File: src/rtl/mdu_ctrl_pkg.sv
// Shared decode definitions for the RV32M multiply/divide sequencer.
// Holds the M-extension encodings and the sequencer state type.
package mdu_ctrl_pkg;

    localparam logic [6:0] INST_TYPE_R   = 7'b0110011;
    localparam logic [6:0] FUNCT7_MULDIV = 7'b0000001;

    typedef enum logic [2:0] {
        F3_MUL    = 3'b000,
        F3_MULH   = 3'b001,
        F3_MULHSU = 3'b010,
        F3_MULHU  = 3'b011,
        F3_DIV    = 3'b100,
        F3_DIVU   = 3'b101,
        F3_REM    = 3'b110,
        F3_REMU   = 3'b111
    } r_funct3m_e;

    typedef enum logic [1:0] {
        IDLE = 2'd0,
        DIV  = 2'd1,
        FIX  = 2'd2,
        DONE = 2'd3
    } mdu_state_e;

endpackage

File: src/rtl/mdu_ctrl_div_step.sv
// One restoring-division iteration: shift in the next dividend bit and
// subtract the divisor if it fits. Purely combinational.
module div_step #(
    parameter int XLEN = 32
) (
    input  logic [XLEN-1:0] rem_in,
    input  logic [XLEN-1:0] quo_in,
    input  logic [XLEN-1:0] divisor,
    output logic [XLEN-1:0] rem_out,
    output logic [XLEN-1:0] quo_out
);

    logic [XLEN:0] shifted;
    logic          fits;

    // The shifted remainder can exceed XLEN bits, so compare one bit wider.
    assign shifted = {rem_in, quo_in[XLEN-1]};
    assign fits    = (shifted >= {1'b0, divisor});
    assign rem_out = fits ? XLEN'(shifted - {1'b0, divisor}) : shifted[XLEN-1:0];
    assign quo_out = {quo_in[XLEN-2:0], fits};

endmodule

File: src/rtl/mdu_ctrl.sv
// RV32M multiply/divide sequencer: single-cycle multiply, radix-2 restoring
// divide, valid/ready result port with flush and busy for the pipeline.
module mdu_ctrl
    import mdu_ctrl_pkg::*;
#(
    parameter int XLEN = 32
) (
    input  logic            clk,
    input  logic            rst_n,
    input  logic            in_valid,
    output logic            in_ready,
    input  logic [2:0]      in_funct3,
    input  logic [XLEN-1:0] in_rs1,
    input  logic [XLEN-1:0] in_rs2,
    input  logic [4:0]      in_rd,
    input  logic            flush,
    output logic            out_valid,
    input  logic            out_ready,
    output logic [XLEN-1:0] out_result,
    output logic [4:0]      out_rd,
    output logic            busy
);

    localparam int              CW       = $clog2(XLEN);
    localparam logic [CW-1:0]   CNT_LOAD = CW'(XLEN - 1);
    localparam logic [XLEN-1:0] MOST_NEG = {1'b1, {(XLEN-1){1'b0}}};

    mdu_state_e state_reg, state_next;
    r_funct3m_e funct3_reg, funct3_in;
    logic [CW-1:0]   cnt_reg;
    logic [XLEN-1:0] rem_reg, quo_reg, dvs_reg;
    logic            q_neg_reg, r_neg_reg;
    logic [XLEN-1:0] result_reg;
    logic [4:0]      rd_reg;

    logic                   accept;
    logic                   is_div_op, is_signed_div, is_rem_in;
    logic                   dvd_neg, dvs_neg, div_zero, div_ovf, div_special;
    logic [XLEN-1:0]        dvd_mag, dvs_mag, special_res;
    logic signed [XLEN:0]   mul_a, mul_b;
    logic signed [2*XLEN+1:0] mul_full;
    logic [XLEN-1:0]        mul_res;
    logic [XLEN-1:0]        rem_step, quo_step;
    logic [XLEN-1:0]        q_fix, r_fix, fix_res;

    assign funct3_in = r_funct3m_e'(in_funct3);
    assign accept    = in_valid && (state_reg == IDLE) && !flush;

    assign in_ready   = (state_reg == IDLE);
    assign busy       = (state_reg != IDLE);
    assign out_valid  = (state_reg == DONE);
    assign out_result = result_reg;
    assign out_rd     = rd_reg;

    // Multiply: one extra sign bit per operand covers signed, unsigned and mixed.
    assign mul_a    = {((funct3_in == F3_MULH) || (funct3_in == F3_MULHSU)) && in_rs1[XLEN-1], in_rs1};
    assign mul_b    = {(funct3_in == F3_MULH) && in_rs2[XLEN-1], in_rs2};
    assign mul_full = mul_a * mul_b;
    assign mul_res  = (funct3_in == F3_MUL) ? XLEN'(mul_full) : XLEN'(mul_full >>> XLEN);

    assign is_div_op     = in_funct3[2];
    assign is_signed_div = is_div_op && !in_funct3[0];
    assign is_rem_in     = in_funct3[1];

    assign dvd_neg = is_signed_div && in_rs1[XLEN-1];
    assign dvs_neg = is_signed_div && in_rs2[XLEN-1];
    assign dvd_mag = dvd_neg ? -in_rs1 : in_rs1;
    assign dvs_mag = dvs_neg ? -in_rs2 : in_rs2;

    assign div_zero    = (in_rs2 == '0);
    assign div_ovf     = is_signed_div && (in_rs1 == MOST_NEG) && (in_rs2 == '1);
    assign div_special = div_zero || div_ovf;

    always_comb begin
        special_res = '0;
        if (div_zero) begin
            special_res = is_rem_in ? in_rs1 : '1;
        end else begin
            special_res = is_rem_in ? '0 : in_rs1;
        end
    end

    div_step #(
        .XLEN (XLEN)
    ) u_div_step (
        .rem_in  (rem_reg),
        .quo_in  (quo_reg),
        .divisor (dvs_reg),
        .rem_out (rem_step),
        .quo_out (quo_step)
    );

    // Quotient sign follows the operand signs, remainder follows the dividend.
    assign q_fix   = q_neg_reg ? -quo_reg : quo_reg;
    assign r_fix   = r_neg_reg ? -rem_reg : rem_reg;
    assign fix_res = ((funct3_reg == F3_REM) || (funct3_reg == F3_REMU)) ? r_fix : q_fix;

    always_comb begin
        state_next = state_reg;
        case (state_reg)
            IDLE: begin
                if (accept) begin
                    state_next = (is_div_op && !div_special) ? DIV : DONE;
                end
            end
            DIV: begin
                if (cnt_reg == '0) begin
                    state_next = FIX;
                end
            end
            FIX: state_next = DONE;
            DONE: begin
                if (out_ready) begin
                    state_next = IDLE;
                end
            end
            default: state_next = IDLE;
        endcase
        if (flush) begin
            state_next = IDLE;
        end
    end

    always_ff @(posedge clk or negedge rst_n) begin
        if (!rst_n) begin
            state_reg  <= IDLE;
            funct3_reg <= F3_MUL;
            cnt_reg    <= '0;
            rem_reg    <= '0;
            quo_reg    <= '0;
            dvs_reg    <= '0;
            q_neg_reg  <= 1'b0;
            r_neg_reg  <= 1'b0;
            result_reg <= '0;
            rd_reg     <= '0;
        end else begin
            state_reg <= state_next;
            if (accept) begin
                funct3_reg <= funct3_in;
                rd_reg     <= in_rd;
                if (!is_div_op) begin
                    result_reg <= mul_res;
                end else if (div_special) begin
                    result_reg <= special_res;
                end else begin
                    rem_reg   <= '0;
                    quo_reg   <= dvd_mag;
                    dvs_reg   <= dvs_mag;
                    q_neg_reg <= dvd_neg ^ dvs_neg;
                    r_neg_reg <= dvd_neg;
                    cnt_reg   <= CNT_LOAD;
                end
            end else if (state_reg == DIV) begin
                rem_reg <= rem_step;
                quo_reg <= quo_step;
                if (cnt_reg != '0) begin
                    cnt_reg <= cnt_reg - CW'(1);
                end
            end else if (state_reg == FIX) begin
                result_reg <= fix_res;
            end
        end
    end

endmodule

File: config.mk
export PLATFORM = sky130hd
export DESIGN_NAME = mdu_ctrl
export DESIGN_NICKNAME = d
export VERILOG_FILES = /design/src/rtl/mdu_ctrl_pkg.sv /design/src/rtl/mdu_ctrl_div_step.sv /design/src/rtl/mdu_ctrl.sv
export SDC_FILE = /design/constraint.sdc
export NUM_CORES = 2
export LEC_CHECK = 0
export ABC_AREA = 1
export CORE_AREA = 3 3 521 265
export CTS_CLUSTER_DIAMETER = 60
export DETAILED_ROUTE_END_ITERATION = 7
export DIE_AREA = 0 0 524 268
export PLACE_DENSITY = 0.53
export SETUP_SLACK_MARGIN = 0.1
export SLEW_MARGIN = 20
export SYNTH_ARGS = -nofsm -noshare
export SYNTH_HDL_FRONTEND = slang
export SYNTH_SLANG_ARGS = --single-unit
File: constraint.sdc
create_clock -name clk -period 3 [get_ports clk]
set_clock_uncertainty 0.15 [all_clocks]
set_input_delay 0.3 -clock clk [delete_from_list [all_inputs] [get_ports clk]]
set_output_delay 0.3 -clock clk [all_outputs]
set_load 0.01 [all_outputs]
==> results.md <==
* Die Area at 0.140 mm2
* WL met2 at 86,900 um
* Seq/Total Area, Yosys at 0.0676
* Worst skew pair latency at 0.46 ns
* RePlAce Congestion at 1.00
* CTS tree: built
* Congestion Overflow GR at 0
* DIE HEIGHT at 268 um
* DR vias at 49,172
* Routed WL per cell at 21.5 um
* Share of cells above drive strength 1 at 0.216
* Number of global-route vias before repair at 49,747
* Top layer in use: met5
* Buf/Inv on CP at 10
* Critical path required time at 3.24 ns
* Worst-Margin Slew at 0.738 ns
* Design Area, Final at 0.0675 mm2
* Final net count at 9,465
* Iteration count of the initial detailed-routing pass at 8
* CP peak stage delay at 0.54 ns
* Total CTS buffers at 17
* Top_reg_cell synth: dfrtp_1
* Core area at 0.134 mm2
* RSZ-0062 raised after global routing: yes
* P&R area growth vs syn at 26.6%
* FF+latch count, synth at 144
* DRC at 0
* Slowest-stage cell, CP: fa_1
* Placed Instance Area at 0.0638 mm2
* Worst path top cell family by delay: adder cells
* Ys Warns at 0
* Syn_nets at 8,671
* Worst setup path endpoint: out_result[20]$_DFFE_PN0P_
* Sinks on the clock net at 144
* Count leader, synth: inv_1
* First-pass GRT wire length at 316,000 um
* FF-to-FF setup slack at 0.20 ns
* Slew headroom at 0.505
* Post-route ant nets at 0
* Met1 Wirelength at 99,400 um
* Vias per cell at 5.01
* Critical path peak fanout at 7
* Starting density of the core at 0.399
* Critical Path End Type: register
* Reg2Reg Depth at 14
* Crit share post-route at 2.38
* Synth cell types at 63
* CP startpoint: in_funct3[2]
* Arrival @ worst endpoint at 7.38 ns
* Post-route setup slack at -4.14 ns
* CTS Root Buffer Type: clkbuf_16
* Critical Path Start Type: input port
* Antenna violations before repair at 15
* Final Hold Fails at 0
* Die width at 524 um
* Longest Clk Path Bufs at 2
* IO Port Bufs at 116
* Htree depth at 4
* EDFF count, synth at 0
* WS Path Type: in -> reg
* Crit path top cell by count: fa_1
* Largest net degree at the start of global routing at 78
* Post-Synthesis Cell Area at 0.0533 mm2
* Commonest cells in the netlist: 1,855 x inv_1, 1,851 x nand2_1, 1,126 x fa_1
* IO Pins at 117
* FF-to-FF Start: quo_reg[2]$_DFFE_PN0P_
* Worst R2R End: out_result[29]$_DFFE_PN0P_
* Synth Instances at 7,212
* Mean Syn Cell Area at 7.40 um2
* Synth top area share at 0.423
* Detailed placement HPWL at 179,000 um
* Top achievable clock speed at 140 MHz
* Final setup fails at 32
* HP Class: in -> reg
* Tmin final at 7.14 ns
* Tot GR Track Use at 0.301
* Ys async rst share at 1.00
* Post-Route WL at 211,000 um
* CP Depth at 34
* Failing checks: negative setup slack
* 1st-iter DRT viols at 4,514
* Row cnt at 95
* Clock slew at reported path FFs at 0.08 ns
* Status: finished with violations
* Metal3 WL at 19,600 um
* Maxcap violations at 0
* Pins Over Slew Limit at 0
* Area contributors post-synth: fa_1 42%, inv_1 13%, nand2_1 13%
* Cell accounting for the most synthesized area: fa_1
-- timing repair --
item | in CTS | in global routing
resized for setup | 383 | 277
cloned | 2 | 5
endpoints found under the hold margin | 49 | 0
setup endpoints to repair | 39 | 69
pin swaps | 142 | 106
hold buffers | 1 | 0
setup buffers | 41 | 42
-- worst min-delay path, cell delays in order --
cell     delay, ns
buf_2         0.11
inv_1         0.09
buf_12        0.15
o21ai_0       0.09
-- through the flow --
stage / TNS [ns] / setup slack [ns] / hold WS (ns) / utilization / instances
after floorplan: -121.60 / -4.32 / -0.146 / - / 7212
after global placement: -181.48 / -5.35 / 0.152 / 0.477 / 9691
after detailed placement: -184.54 / -5.39 / 0.156 / 0.477 / 9691
after CTS: -123.84 / -4.03 / 0.123 / 0.493 / 9766
after global routing: -134.18 / -4.36 / 0.169 / 0.505 / 9814
final: -126.61 / -4.14 / 0.180 / 0.505 / 9821
-- layout by cell type (no fill, tap or decap), types with 10 or more instances in the layout --
| cell type | Yosys | routed |
|---|---|---|
| nor3_2 | 6 | 11 |
| a21o_1 | 13 | 13 |
| nor2_4 | 3 | 64 |
| nand2_1 | 1851 | 1737 |
| clkbuf_16 | 0 | 22 |
| dfrtp_1 | 144 | 143 |
| buf_12 | 0 | 99 |
| a21oi_2 | 1 | 70 |
| nand3_2 | 7 | 29 |
| nand3_1 | 247 | 220 |
| inv_2 | 18 | 84 |
| buf_2 | 58 | 37 |
| ha_4 | 0 | 49 |
| nor3_1 | 44 | 35 |
| nor2_2 | 9 | 42 |
| o21ai_1 | 38 | 66 |
| buf_6 | 14 | 53 |
| clkdlybuf4s50_1 | 0 | 48 |
| a21oi_4 | 0 | 11 |
| ha_1 | 256 | 199 |
| nand2_2 | 9 | 82 |
| xor2_1 | 52 | 52 |
| o22ai_1 | 21 | 21 |
| o21ai_2 | 13 | 34 |
| a21oi_1 | 259 | 179 |
| nor2_1 | 416 | 322 |
| inv_1 | 1855 | 1777 |
| fa_2 | 0 | 39 |
| o211ai_1 | 25 | 25 |
| o21ai_0 | 275 | 220 |
| fa_1 | 1126 | 1087 |
| nand4_1 | 51 | 51 |
| nand2_4 | 1 | 39 |
| buf_4 | 5 | 854 |
| a31oi_1 | 16 | 13 |
| xnor2_1 | 20 | 20 |
| nand3b_1 | 10 | 10 |
-- routing by layer --
metal  vias up  GRT usage
met4         4     0.0572
li1      22681          -
met2      1823      0.442
met5         -          0
met3       217     0.0583
met1     24447      0.461
-- layout make-up --
class                   instances  area, um2
clock buffers                  17        425
inverters                    1879       7090
flip-flops and latches        144       3600
clock inverters                15        209
diodes                          8       20.0
multi-input cells            4847      43800
fillers                     13139      66200
repair buffers               1117      10100
well taps                    1794       2240
-- cells by family (layout without fill, tap and decap cells) --
| logic type | after synthesis | count (layout) | synth area share |
|---|---|---|---|
| adder cells (fa/ha/maj) | 1382 | 1382 | 0.483 |
| AND/OR/NAND/NOR | 2688 | 2688 | 0.205 |
| AO/OA/AOI/OAI | 705 | 705 | 0.0727 |
| other | 0 | 8 | 0 |
| flip-flops | 144 | 144 | 0.0676 |
| XOR/XNOR | 72 | 72 | 0.0118 |
| buffers and inverters | 2221 | 3028 | 0.160 |
-- how the worst min path moves through the flow --
stage	startpoint	endpoint	slack, ns	depth (start not counted)
after CTS	in_funct3[1]	funct3_reg[1]$_DFFE_PN0P_	0.12	4
after floorplan	rst_n	cnt_reg[0]$_DFFE_PN0P_	-0.15	0
after global placement	rst_n	dvs_reg[11]$_DFFE_PN0P_	0.15	1
after detailed placement	rst_n	dvs_reg[11]$_DFFE_PN0P_	0.16	1
final	in_rs2[0]	dvs_reg[0]$_DFFE_PN0P_	0.18	4
after global routing	in_rs2[0]	dvs_reg[0]$_DFFE_PN0P_	0.17	4
Power is left out: the tool's default activity adds up to more than one toggle a clock period on the data nets, which glitch-free logic cannot reach.
